### src/rtl/gray_pkg.sv
// Shared definitions for the Gray-count receive path: width, FSM encoding
// and the Gray-to-binary conversion used by the decoder.
package gray_pkg;

  localparam int GRAY_W = 4;
  localparam int LAP_W  = 8;

  typedef enum logic [1:0] {
    ACQ   = 2'd0,
    TRACK = 2'd1,
    FAULT = 2'd2
  } rx_state_e;

  // MSB passes straight through; each lower bit folds in everything above it.
  function automatic logic [GRAY_W-1:0] gray2bin(input logic [GRAY_W-1:0] g);
    logic [GRAY_W-1:0] b;
    b[GRAY_W-1] = g[GRAY_W-1];
    for (int i = GRAY_W - 2; i >= 0; i--) begin
      b[i] = b[i+1] ^ g[i];
    end
    return b;
  endfunction

  function automatic logic [GRAY_W-1:0] bin2gray(input logic [GRAY_W-1:0] b);
    return b ^ (b >> 1);
  endfunction

endpackage

### src/rtl/gray_sync_2ff.sv
// Two-flop synchronizer bringing the foreign-clock Gray count into the clk domain.
module gray_sync_2ff #(
  parameter int W = gray_pkg::GRAY_W
) (
  input  logic         clk,
  input  logic         rst,
  input  logic [W-1:0] d_i,
  output logic [W-1:0] q_o
);

  logic [W-1:0] sync1_q;
  logic [W-1:0] sync2_q;

  always_ff @(posedge clk or negedge rst) begin
    if (!rst) begin
      sync1_q <= '0;
      sync2_q <= '0;
    end else begin
      sync1_q <= d_i;
      sync2_q <= sync1_q;
    end
  end

  assign q_o = sync2_q;

endmodule

### src/rtl/gray_rx_decoder.sv
// Receives a Gray counter from another clock domain, decodes it to binary and
// checks that it only ever advances by one, counting wraps and flagging faults.
module gray_rx_decoder #(
  parameter int GRAY_W = gray_pkg::GRAY_W
) (
  input  logic              clk,
  input  logic              rst,
  input  logic              clk_en,
  input  logic [GRAY_W-1:0] gray_in,
  input  logic              err_clr,
  output logic [GRAY_W-1:0] bin_out,
  output logic              step_valid,
  output logic              wrap,
  output logic [7:0]        lap_cnt,
  output logic              err
);

  import gray_pkg::*;

  logic [GRAY_W-1:0] sync2;

  rx_state_e         state_q;
  logic [GRAY_W-1:0] prev_q;
  logic [GRAY_W-1:0] bin_q;
  logic              step_q;
  logic              wrap_q;
  logic [7:0]        lap_q;
  logic              err_q;

  logic [GRAY_W-1:0] sampleBin_d;
  logic [GRAY_W-1:0] prevBin;
  logic [GRAY_W-1:0] expectBin;
  logic              isLegal;
  logic              isWrap;
  logic [7:0]        lap_d;

  gray_sync_2ff #(
    .W(GRAY_W)
  ) u_sync (
    .clk (clk),
    .rst (rst),
    .d_i (gray_in),
    .q_o (sync2)
  );

  // A legal sample is exactly the successor of the last accepted value.
  always_comb begin
    sampleBin_d = gray2bin(sync2);
    prevBin     = gray2bin(prev_q);
    expectBin   = prevBin + GRAY_W'(1);
    isLegal     = (sync2 != prev_q) && (sampleBin_d == expectBin);
    isWrap      = isLegal && (prevBin == '1);
    lap_d       = lap_q + 8'd1;
  end

  always_ff @(posedge clk or negedge rst) begin
    if (!rst) begin
      state_q <= ACQ;
      prev_q  <= '0;
      bin_q   <= '0;
      step_q  <= 1'b0;
      wrap_q  <= 1'b0;
      lap_q   <= '0;
      err_q   <= 1'b0;
    end else begin
      step_q <= 1'b0;
      wrap_q <= 1'b0;
      case (state_q)
        ACQ: begin
          if (clk_en) begin
            prev_q  <= sync2;
            bin_q   <= sampleBin_d;
            state_q <= TRACK;
          end
        end
        TRACK: begin
          if (clk_en && (sync2 != prev_q)) begin
            prev_q <= sync2;
            bin_q  <= sampleBin_d;
            if (isLegal) begin
              step_q <= 1'b1;
              if (isWrap) begin
                wrap_q <= 1'b1;
                lap_q  <= lap_d;
              end
            end else begin
              state_q <= FAULT;
              err_q   <= 1'b1;
            end
          end
        end
        FAULT: begin
          if (clk_en) begin
            prev_q <= sync2;
            bin_q  <= sampleBin_d;
          end
          // Clearing is honoured even while the checker is disabled.
          if (err_clr) begin
            state_q <= ACQ;
            err_q   <= 1'b0;
          end
        end
        default: begin
          state_q <= ACQ;
          err_q   <= 1'b0;
        end
      endcase
    end
  end

  assign bin_out    = bin_q;
  assign step_valid = step_q;
  assign wrap       = wrap_q;
  assign lap_cnt    = lap_q;
  assign err        = err_q;

endmodule

### config.mk
export PLATFORM = sky130hd
export DESIGN_NAME = gray_rx_decoder
export DESIGN_NICKNAME = d
export VERILOG_FILES = /design/src/rtl/gray_pkg.sv /design/src/rtl/gray_sync_2ff.sv /design/src/rtl/gray_rx_decoder.sv
export SDC_FILE = /design/constraint.sdc
export NUM_CORES = 1
export LEC_CHECK = 0
export ABC_AREA = 1
export ABC_CLOCK_PERIOD_IN_PS = 4600
export CELL_PAD_IN_SITES_DETAIL_PLACEMENT = 1
export CELL_PAD_IN_SITES_GLOBAL_PLACEMENT = 2
export CORE_UTILIZATION = 35
export CTS_BUF_LIST = sky130_fd_sc_hd__clkbuf_2 sky130_fd_sc_hd__clkbuf_4 sky130_fd_sc_hd__clkbuf_8
export DETAILED_ROUTE_END_ITERATION = 8
export GPL_ROUTABILITY_DRIVEN = 0
export GPL_TIMING_DRIVEN = 0
export MAX_ROUTING_LAYER = met4
export PLACE_DENSITY_LB_ADDON = 0.1
export SYNTH_ARGS = -nofsm -noshare
export SYNTH_HDL_FRONTEND = slang
export SYNTH_HIERARCHICAL = 1
export SYNTH_SLANG_ARGS = --single-unit
### constraint.sdc
create_clock -name clk -period 4.6 [get_ports clk]
set_clock_uncertainty 0.1 [all_clocks]
set_input_delay 0.92 -clock clk [delete_from_list [all_inputs] [get_ports clk]]
set_output_delay 0.92 -clock clk [all_outputs]
set_load 0.02 [all_outputs]
# After elaboration in Yosys (flattened, before gate mapping)
# Index checks and enable logic that the tools add are counted.
[op_classes] eq_ne=10 n_lt_le_gt_ge=0 n_reduce_logical=10 div=0 n_shift=0 n_mux=22 n_mul=0 add_sub_neg=2 bitwise=7
[op_table] op="two-way mux 4 bit" count=4
[op_table] op="one-hot mux 4 bit (2 select lines)" count=2
[op_table] op="AND reduction 4 bit" count=3
[op_table] op="two-way mux 1 bit" count=10
[op_table] op="adder 8 x 1 -> 8 bit (second input constant)" count=1
[op_table] op="two-way mux 2 bit" count=4
[op_table] op="inequality test 2 bit (second input constant)" count=4
[op_table] op="one-hot mux 2 bit (3 select lines)" count=1
[op_table] op="bitwise XOR 1 bit" count=6
[op_table] op="adder 4 x 1 -> 4 bit (second input constant)" count=1
[op_table] op="== test 4 bit" count=1
[op_table] op="== test 4 bit (second input constant)" count=1
[op_table] op="inequality test 4 bit" count=1
[op_table] op="logical AND 1 bit" count=3
[op_table] op="one-hot mux 1 bit (3 select lines)" count=1
[op_table] op="AND reduction 3 bit" count=1
[op_table] op="== test 2 x 1 -> 1 bit (second input constant)" count=1
[op_table] op="== test 2 bit (second input constant)" count=1
[op_table] op="logical NOT 2 bit" count=1
[op_table] op="inequality test 2 x 1 -> 1 bit (second input constant)" count=1
[op_table] op="nonzero test 2 bit" count=1
[op_table] op="OR reduction 2 bit" count=1
[op_table] op="inverter 1 bit" count=1
[word_totals] wordCells=60 latchBits=0 regBits=29 rom_bits=0 inputBits=8 n_memories=0 out_inout_bits=15 ramBits=0

# Longest topological paths before layout
# Gate-level depths: netlist of the first run.
[depth] ltp_word=11 mapped_depth=17

# Cells and area by module
# Netlist of the first run, hierarchy kept.
[by_module_without_submodules] module="gray_rx_decoder" cells_per_inst=163 area_each_um2=1251.2 instances=1 seq_area_each_um2=500.5
[by_module_without_submodules] module="gray_sync_2ff" cells_per_inst=8 area_each_um2=200.2 instances=1 seq_area_each_um2=200.2

# Least setup slack after synthesis of the first run
# No wires, ideal clock.
[synth_timing] kind="reg2reg" from="register, netlist name bin_out[3]" to="register lap_q[6], in the netlist lap_cnt[6]" setup_ns=0.122 period_less_slack_ns=2.428 path_slack_ns=2.172 arrival_time_ns=2.206 path_stages_with_launch=17 path_buffers=1 cell_sequence="dfrtp_1 -> ha_1 -> inv_1 -> ha_1 -> inv_1 -> ha_1 -> inv_1 -> nand2_1 -> inv_1 -> nand2_1 -> nand2_1 -> nand3_1 -> nor2_4 -> nand4_4 -> buf_6 -> nand2_2 -> o21ai_2"
[synth_lines] element="end signal: assignment" line="gray_rx_decoder.sv:84" source="lap_q <= lap_d;"
[synth_lines] element="end: declaration" line="gray_rx_decoder.sv:27" source="logic [7:0] lap_q;"

==> results.md, run 1 <==
- Number of placement rows: 23
- Initial core utilization: 36.3%
- Fillers: 478
- Via Count: 1159
- Die H: 66.4 um
- Worst vdd ir: 0.000211 V
- Setup TNS: 0 ns
- ANT nets after route: 0
- Relative slew slack: 57.1%
- CP delay by family, top: adder cells
- Post-CTS setup buffers: 0
- Commonest non-fill, non-tap cell in the layout: nand2_1
- Total Die Area: between 4000 and 5000 um^2
- Area post-placement: 1730 um^2
- Crit path largest cell delay: 0.44 ns
- Maximum clock rate: 0.383 GHz
- All-Layer GR Usage: 17.3%
- CTS tree: built
- Worst Path Required: 4.67 ns
- Final count of hold timing violations: 0
- Drt total wl: 3170 um
- Yosys reg bits: 28
- Crit Path Max Fanout: 10
- Resize count post-CTS: 0
- Final setup fails: 0
- Worst Hold Launch: u_sync/sync1_q[1]
- Register cell area after layout: 701 um^2
- Mapped Area: around 1500 um^2
- Post-DP HPWL: 2470 um
- Fin crit share: 56.8%
- Global-route wire length before repair: 5540 um
- Seq/Total Area, Yosys: 48.3%
- M3 GR Usage: 3.10%
- P_leak: 0.902 nW
- Gr ovfl total: 0
- Busiest layer in global routing: met2
- TritonCTS sink count: 28
- Post-Syn Area per Cell: 8.49 um^2
- Synth Instances: between 150 and 200
- Multi-input gate area: about 630 um^2
- Final Util: between 40% and 50%
- Die width: 66.4 um
- RSZ-0062 raised after global routing: false
- Syn_nets: about 180
- WHS Path Cells: 0
- CTS H-Tree Depth: 1
- Wire length per cell: 12.8 um
- Max Cap Viol: 0
- Design area: 1780 um^2
- Tightest Pin Transition: ~0.64 ns
- Synth warnings: 6
- Core Area: 4000 um^2
- Share of layout cells above drive strength 1: approximately 15%
- Reg2reg setup slack: 1.99 ns
- Root Buffer: clkbuf_8
- PD cells: 553 nW/um^2
- Worst R2R End: lap_cnt[5]
- Worst reg2reg path startpoint: bin_out[3]
- Area Growth Syn to Fin: 22.9%
- Diode count: 0
- CTS max path bufs: 2
- Num CTS Buffers: 3
- CP Launch Type: flip-flop
- Post-layout minimum cycle time: about 2.6 ns
- Worst slack, placed: slightly below 2 ns
- Number of remaining DRC errors: 0
- Reg2reg path depth: 16
- Crit path buffers/inverters: 5
- Top cell by count, worst path: inv_1
- Critical path type: reg2reg
- CTS Hold Bufs: 0
- Starting DRT DRC Count: 31
- Hold Path End: u_sync/q_o[1]
- Worst path arrival time: around 2.7 ns
- Nets: 210
- Worst Slack Setup Final: 1.99 ns
- CTS clock-pin slew for the worst setup and hold paths: about 0.1 ns
- Grt met1 use: a little under a quarter
- Number of global-route vias before repair: 1211
- Critical path cell sequence: ha_1, inv_1, ha_1, inv_1, ha_1, inv_1, nand2_1, inv_1, nand2_1, nand2_1, nand3_1, nor2_4, nand4_4, buf_6, nand2_2, o21ai_2
- Critical path launch point: bin_out[3]
- Status: complete, no violations
- Ports: 23
- Most frequent cells in the layout: nand2_1 (61), dfrtp_1 (28), inv_1 (21), clkdlybuf4s50_1 (21), nand3_1 (12)
- Via/cell ratio: 4.69
- Post-synth cell types: 23
- Hold crit path type: reg2reg
- Setup crit end kind: flip-flop
- Met2 Use GR: 27.7%
- Slew Viols, Final: 0
- Buffers on Ports: 22
- Initial antenna violation count: 0
- Critical Path Slowest Stage Cell: dfrtp_1
- DR pass1 iterations: 6
- Largest net degree at the start of global routing: 29
- Clock Latency Late Sink: 0.27 ns
## how the worst max path moves through the flow
stage / endpoint / cells after the start
final: lap_cnt[5] / 16
after global routing: lap_cnt[3] / 16
after floorplan: lap_cnt[6] / 16
after detailed placement: lap_cnt[0] / 16
after global placement: lap_cnt[6] / 16
after CTS: lap_cnt[1] / 16
## Yosys cell counts (all sizes together)
master  count  area [um^2]
a21oi       1         16.3
buf         3         30.0
dfrtp      28          701
ha          4         50.1
inv        25         93.8
nand2      69          279
nand3      14         80.1
nand3b      1         7.51
nand4       1         21.3
nor2        5         33.8
nor3        2         10.0
o21ai      10         61.3
o21bai      1         7.51
o31ai       1         7.51
xnor2       3         26.3
xor2        3         26.3
## through the flow
| step | instances | hold WS, ns | power [mW] |
|---|---|---|---|
| floorplan | 171 | 0.231 | 0.696 |
| global placement | 243 | 0.232 | 0.822 |
| detailed placement | 243 | 0.240 | 0.849 |
| CTS | 247 | 0.264 | 1.01 |
| global route | 247 | 0.265 | 1.08 |
| finish | 247 | 0.260 | 0.986 |
## layer usage
metal	share of wire, %	routed length (um)
met5	0	0
met2	47	1480
met3	2.7	85
met1	50	1570
met4	0.79	25
## state kept, by name, summed over array words and instances (netlist names)
name,cells
u_sync/sync1_q,4
state_q,2
lap_cnt,8
prev_q,3
step_valid,1
bin_out,4
u_sync/q_o,4
err,1
wrap,1
## power by group
group / internal, mW / switching [mW] / total [mW]
Sequential: 0.296 / 0.0399 / 0.336
Combinational: 0.193 / 0.303 / 0.496
Clock: 0.0767 / 0.0777 / 0.154
Total: 0.566 / 0.420 / 0.986
## final cells by class
| class | count | area share [%] |
|---|---|---|
| well taps | 50 | 3.51 |
| clock buffers | 4 | 3.09 |
| flip-flops and latches | 28 | 39.3 |
| plain buffers | 3 | 1.68 |
| multi-input cells | 115 | 35.1 |
| repair buffers | 22 | 12.1 |
| inverters | 25 | 5.26 |
## logic make-up (layout without fill, tap and decap cells)
logic type,count (synthesis),count (layout),synth area share (%)
AO/OA/AOI/OAI,13,13,6.38
XOR/XNOR,6,6,3.62
adder cells (fa/ha/maj),4,4,3.45
buffers and inverters,28,54,8.53
flip-flops,28,28,48.3
AND/OR/NAND/NOR,92,92,29.7
(Power assumes the default switching activity.)
==> inputs of run 2 (changes only) <==
--- a/config.mk
+++ b/config.mk
@@ -6,10 +6,10 @@
 export NUM_CORES = 1
 export LEC_CHECK = 0
 export ABC_AREA = 1
-export ABC_CLOCK_PERIOD_IN_PS = 4600
+export ABC_CLOCK_PERIOD_IN_PS = 2700
 export CELL_PAD_IN_SITES_DETAIL_PLACEMENT = 1
 export CELL_PAD_IN_SITES_GLOBAL_PLACEMENT = 2
-export CORE_UTILIZATION = 35
+export CORE_UTILIZATION = 33
 export CTS_BUF_LIST = sky130_fd_sc_hd__clkbuf_2 sky130_fd_sc_hd__clkbuf_4 sky130_fd_sc_hd__clkbuf_8
 export DETAILED_ROUTE_END_ITERATION = 8
 export GPL_ROUTABILITY_DRIVEN = 0
==> constraint.sdc (replaced) <==
create_clock -name clk -period 2.7 [get_ports clk]
set_clock_uncertainty 0.1 [all_clocks]
set_input_delay 0.54 -clock clk [delete_from_list [all_inputs] [get_ports clk]]
set_output_delay 0.54 -clock clk [all_outputs]
set_load 0.02 [all_outputs]
==> run 2 against run 1 <==
  * Worst hold slack lost 0.087 ns
  * Flip-flop and latch count stayed put
  * Cell count rose by 1.6%
  * Clock power increased by 120%
  * Sequential share of layout area is 2.1 points lower
  * Maximum frequency grew 3.4%
  * Via count rose by 0.86%
  * Clock-buffer cell count is 1 lower
==> results.md, run 2 (synthesis results as in run 1) <==
- Status: complete, no violations
- Buffers on Ports: 22 (unchanged)
- Gr ovfl total: 0 (unchanged)
- CTS max path bufs: 2 (unchanged)
- Die H: 68.3 um (+2.9%)
- CTS H-Tree Depth: 1 (unchanged)
- Post-DP HPWL: 2430 um (-1.9%)
- Total power: 1.91 mW (+94%)
- Most frequent cells in the layout: nand2_1 (61), dfrtp_1 (28), clkdlybuf4s50_1 (21)
- Post-layout minimum cycle time: 2.53 ns (-0.0852 ns)
- Slew Viols, Final: 0 (unchanged)
- Setup TNS: 0 ns (unchanged)
- Diode count: 0 (unchanged)
- Area Growth Syn to Fin: 30.0%
- Met2 Use GR: 26.1% (-1.6 points)
- Reg2reg path depth: 17 (+1)
- Final count of hold timing violations: 0 (unchanged)
- Number of global-route vias before repair: 1138 (-6.0%)
- Commonest non-fill, non-tap cell in the layout: nand2_1
- CTS tree: built
- Max Cap Viol: 0 (unchanged)
- Relative slew slack: 57.0% (-0.087 points)
- Setup crit end kind: flip-flop
- Fin crit share: 93.7% (+37 points)
- Global-route wire length before repair: 5460 um (-1.4%)
- TritonCTS sink count: 28 (unchanged)
- Grt met1 use: 21.6% (-1.1 points)
- Final Util: 45.8% (+1.2 points)
- Wire length per cell: 13.1 um (+2.0%)
- Busiest layer in global routing: met2
- All-Layer GR Usage: 16.6% (-0.71 points)
- Root Buffer: clkbuf_8
- Max reg flops: 8 (unchanged)
- Ports: 23 (unchanged)
- Number of remaining DRC errors: 0 (unchanged)
- Number of placement rows: 23 (unchanged)
- Top cell by count, worst path: nand2_1
- ANT nets after route: 0 (unchanged)
- Maximum clock rate: 0.395 GHz (+3.4%)
- Worst reg2reg path startpoint: prev_q[2]
- Hold crit path type: in2async
- M3 GR Usage: 3.83% (+0.73 points)
- Core Area: 4120 um^2 (+2.9%)
- Starting DRT DRC Count: 26 (-16%)
- Die width: 68.3 um (+2.9%)
- Nets: 214 (+1.9%)
- Via Count: 1169 (+0.86%)
- Worst R2R End: lap_cnt[3]
- CTS Hold Bufs: 0 (unchanged)
- Crit path buffers/inverters: 6 (+1)
- CTS clock-pin slew for the worst setup and hold paths: 0.11 ns (about the same)
- Critical Path Slowest Stage Cell: dfrtp_1
- Tightest Pin Transition: 0.645 ns (+0.00131 ns)
- Share of layout cells above drive strength 1: 19.9% (+5.2 points)
- Num CTS Buffers: 3 (unchanged)
- Final setup fails: 0 (unchanged)
- Reg2reg setup slack: 0.17 ns (-1.81 ns)
- Via/cell ratio: 4.66 (-0.74%)
- Total Die Area: 4670 um^2 (+5.9%)
- Worst vdd ir: 0.000356 V (+68%)
- Worst Path Required: 2.78 ns (-1.89 ns)
- CP delay by family, top: adder cells
- Worst path arrival time: 2.61 ns (-0.07 ns)
- Largest net degree at the start of global routing: 29 (unchanged)
- Initial antenna violation count: 0 (unchanged)
- Clock Latency Late Sink: 0.28 ns (about the same)
- Drt total wl: 3280 um (+3.7%)
- DR pass1 iterations: 4 (-2)
- Critical path cell sequence: inv_2, ha_4, inv_1, ha_1, inv_2, ha_4, inv_2, nand2_1, inv_1, nand2_1, nand2_1, nand3_2, nor2_4, nand4_4, clkbuf_16, nand2_1, nand2_1
- Crit Path Max Fanout: 5 (-5)
- Crit path largest cell delay: 0.39 ns (-0.05 ns)
- Initial core utilization: 35.3% (-1.0 points)
- P_leak: 0.941 nW (+4.4%)
- Critical path type: reg2reg
- PD cells: 1010 nW/um^2 (+83%)
- CP Launch Type: flip-flop
## run 2: power breakdown
part	leakage (nW)	switching (mW)	internal, mW
registers	0.356	0.0642	0.504
logic	0.550	0.577	0.426
clock network	0.0357	0.140	0.199
## run 2: worst max path at each step
stage                          start    endpoint  slack, ns  depth (start not counted)
final                      prev_q[2]  lap_cnt[3]       0.17                         17
after global routing       prev_q[2]  lap_cnt[0]     -0.008                         16
after detailed placement  bin_out[3]  lap_cnt[1]       0.05                         16
after floorplan           bin_out[3]  lap_cnt[6]       0.27                         16
after CTS                  prev_q[2]  lap_cnt[1]       0.01                         17
after global placement    bin_out[3]  lap_cnt[6]       0.07                         16
## run 2: per-layer routing
metal  part of all wire, %  vias up  wire length, um
li1                      -      585                -
met1                    47      564             1530
met2                    49       18             1620
met3                   3.4        2              111
met4                  0.43        0               14
met5                     0        -                0
## run 2: repair_timing
action / 4_1_cts / 5_1_grt
setup buffers: 1 / 2
pin swaps: 0 / 4
cloned: 0 / 1
resized for setup: 0 / 8
endpoints found under the setup margin: 1 / 12
## run 2: area by class of cell
type / count / area (um^2)
inverters: 25 / 93.8
plain buffers: 3 / 33.8
fillers: 485 / 2230
flip-flops and latches: 28 / 701
clock buffers: 3 / 41.3
well taps: 50 / 62.6
multi-input cells: 115 / 662
clock inverters: 1 / 30.0
repair buffers: 26 / 263
## run 2: per-stage QoR
stage | setup WS [ns] | std cells | cell area, um^2 | hold WS [ns]
after detailed placement | 0.0464 | 243 | 1730 | 0.236
after CTS | 0.0126 | 248 | 1810 | 0.261
after global routing | -0.00761 | 251 | 1890 | 0.226
after global placement | 0.0733 | 243 | 1730 | 0.231
final | 0.171 | 251 | 1890 | 0.173
after floorplan | 0.272 | 171 | 1450 | 0.144
==> inputs of run 3 (changes only) <==
--- a/config.mk
+++ b/config.mk
@@ -9,6 +9,7 @@
 export ABC_CLOCK_PERIOD_IN_PS = 2700
 export CELL_PAD_IN_SITES_DETAIL_PLACEMENT = 1
 export CELL_PAD_IN_SITES_GLOBAL_PLACEMENT = 2
+export CORE_MARGIN = 8
 export CORE_UTILIZATION = 33
 export CTS_BUF_LIST = sky130_fd_sc_hd__clkbuf_2 sky130_fd_sc_hd__clkbuf_4 sky130_fd_sc_hd__clkbuf_8
 export DETAILED_ROUTE_END_ITERATION = 8
==> run 3 against run 2 <==
  * Worst setup slack worse by 0.013 ns
  * Routed wire length up 2.1%
  * Combinational power about the same
  * Sequential power about the same
  * Critical path type unchanged
  * Worst hold slack better by 0.0028 ns
  * Cell count up 1.6%
  * Largest power group unchanged
==> results.md, run 3 (synthesis results as in run 1) <==
- Status: complete, no violations
- Diode count: 0 (unchanged)
- Final setup fails: 0 (unchanged)
- Initial antenna violation count: 0 (unchanged)
- Starting DRT DRC Count: 34 (+31%)
- CTS H-Tree Depth: 1 (unchanged)
- Crit Path Max Fanout: 5 (unchanged)
- Relative slew slack: 57.1% (+0.095 points)
- Flop pwr share: 30.2% (+0.4 points)
- Gr ovfl total: 0 (unchanged)
- Share of layout cells above drive strength 1: 20.2% (+0.30 points)
- Reg2reg setup slack: 0.16 ns (about the same)
- Clock share of power: 17.5% (-0.2 points)
- Die width: 82.3 um (+20%)
- Number of global-route vias before repair: 1258 (+11%)
- CTS tree: built
- Slew Viols, Final: 0 (unchanged)
- Critical path type: reg2reg
- CTS Hold Bufs: 0 (unchanged)
- Setup crit end kind: flip-flop
- Setup TNS: 0 ns (unchanged)
- DR pass1 iterations: 4 (unchanged)
- Maximum clock rate: 0.393 GHz (-0.51%)
- Nets: 216 (+0.93%)
- Largest net degree at the start of global routing: 29 (unchanged)
- Number of remaining DRC errors: 0 (unchanged)
- Drt total wl: 3350 um (+2.1%)
- Max Cap Viol: 0 (unchanged)
- Post-layout minimum cycle time: 2.54 ns (+0.0130 ns)
- Initial core utilization: 33.8% (-1.5 points)
- Total power: 1.89 mW (-0.85%)
- Total Die Area: 6780 um^2 (+45%)
- Worst path arrival time: 2.62 ns (about the same)
- P_leak: 0.949 nW (+0.80%)
- Post-DP HPWL: 2540 um (+4.7%)
- Number of placement rows: 24 (+4.3%)
- Worst R2R End: lap_cnt[0]
- Area Growth Syn to Fin: 31.0%
- Worst reg2reg path startpoint: bin_out[3]
- PD cells: 996 nW/um^2 (-1.6%)
- Area post-placement: 1740 um^2 (+0.14%)
- Internal: 1.13 mW (+0.18%)
- Reg2reg path depth: 15 (-2)
- Design area: 1900 um^2 (+0.80%)
- Via/cell ratio: 4.55 (-2.3%)
- Max reg flops: 8 (unchanged)
- Final count of hold timing violations: 0 (unchanged)
- Net switching power: 0.763 mW (-2.3%)
- Global-route wire length before repair: 5780 um (+5.8%)
- Tightest Pin Transition: 0.643 ns (-0.00142 ns)
- Num CTS Buffers: 3 (unchanged)
- TritonCTS sink count: 28 (unchanged)
- Wire length per cell: 13.1 um (+0.47%)
- CTS clock-pin slew for the worst setup and hold paths: 0.10 ns (about the same)
- Buffers on Ports: 22 (unchanged)
- Net Sw Frac: 40.3% (-0.62 points)
- Most frequent cells in the layout: nand2_1 (60), dfrtp_1 (28), clkdlybuf4s50_1 (21)
- Commonest non-fill, non-tap cell in the layout: nand2_1
- Die H: 82.3 um (+20%)
- Via Count: 1160 (-0.77%)
- Hold crit path type: in2async
- Core Area: 4290 um^2 (+4.3%)
- Comb pwr share: 52.3% (-0.2 points)
- CP Launch Type: flip-flop
- Worst vdd ir: 0.000291 V (-18%)
- Ports: 23 (unchanged)
- ANT nets after route: 0 (unchanged)
- CTS max path bufs: 2 (unchanged)
- All-Layer GR Usage: 11.2% (-5.4 points)
- Fin crit share: 94.1% (+0.48 points)
- Worst Path Required: 2.78 ns (about the same)
- Root Buffer: clkbuf_8
- Clock Latency Late Sink: 0.28 ns (about the same)
[run 3: cell type report]
| class | count | area, um^2 |
|---|---|---|
| Inverter | 25 | 93.8 |
| Multi-Input combinational cell | 115 | 659 |
| Timing Repair Buffer | 28 | 278 |
| Sequential cell | 28 | 701 |
| Clock buffer | 3 | 41.3 |
| Clock inverter | 1 | 30.0 |
| Buffer | 3 | 33.8 |
| Fill cell | 527 | 2390 |
| Tap cell | 52 | 65.1 |
[run 3: metrics by stage]
stage / utilization [%] / hold WS, ns / setup slack [ns] / std cells
floorplan: - / 0.144 / 0.272 / 171
finish: 44.3 / 0.176 / 0.158 / 255
detailed placement: 40.4 / 0.239 / 0.0222 / 245
global placement: 40.4 / 0.234 / 0.0662 / 245
CTS: 42.1 / 0.262 / 0.0117 / 249
global route: 44.3 / 0.220 / -0.00109 / 255
[run 3: power by group through the flow]
stage | combinational [mW] | clock, mW | sequential [mW]
floorplan | 0.574 | 0 | 0.612
global placement | 0.834 | 0 | 0.575
detailed placement | 0.858 | 0 | 0.585
CTS | 0.865 | 0.347 | 0.576
global route | 1.13 | 0.360 | 0.587
finish | 0.991 | 0.331 | 0.572
[run 3: worst max-delay path: stages, from the launching register on]
cell       delay, ns
dfrtp_1         0.43
ha_4            0.29
inv_1           0.06
ha_1            0.27
inv_1           0.06
ha_4            0.27
inv_2           0.04
nand2_2         0.05
nand3_1         0.08
nand2_1         0.08
nand3_2         0.10
nor2_4          0.16
nand4_4         0.15
clkbuf_16       0.20
nand2_1         0.05
nand2_1         0.06
[run 3: what timing repair did]
item	4_1_cts	5_1_grt
resized for setup	0	7
endpoints found under the setup margin	0	11
setup buffers	0	5
[run 3: worst max-delay path by stage]
stage                 endpoint  depth (start not counted)  slack [ns]       start
finish              lap_cnt[0]                         15        0.16  bin_out[3]
detailed placement  lap_cnt[0]                         17        0.02   prev_q[2]
CTS                 lap_cnt[0]                         16        0.01  bin_out[3]
global route        lap_cnt[0]                         15      -0.001  bin_out[3]
floorplan           lap_cnt[6]                         16        0.27  bin_out[3]
global placement    lap_cnt[6]                         16        0.07  bin_out[3]
[run 3: metal layers]
layer | up-vias | wire, um | GRT usage [%] | share of wire (%)
met5 | - | 0 | - | 0
met4 | 0 | 12 | 2.11 | 0.36
met3 | 2 | 96 | 2.49 | 2.9
met2 | 14 | 1660 | 18.9 | 50
met1 | 556 | 1580 | 13.4 | 47
li1 | 588 | - | - | -
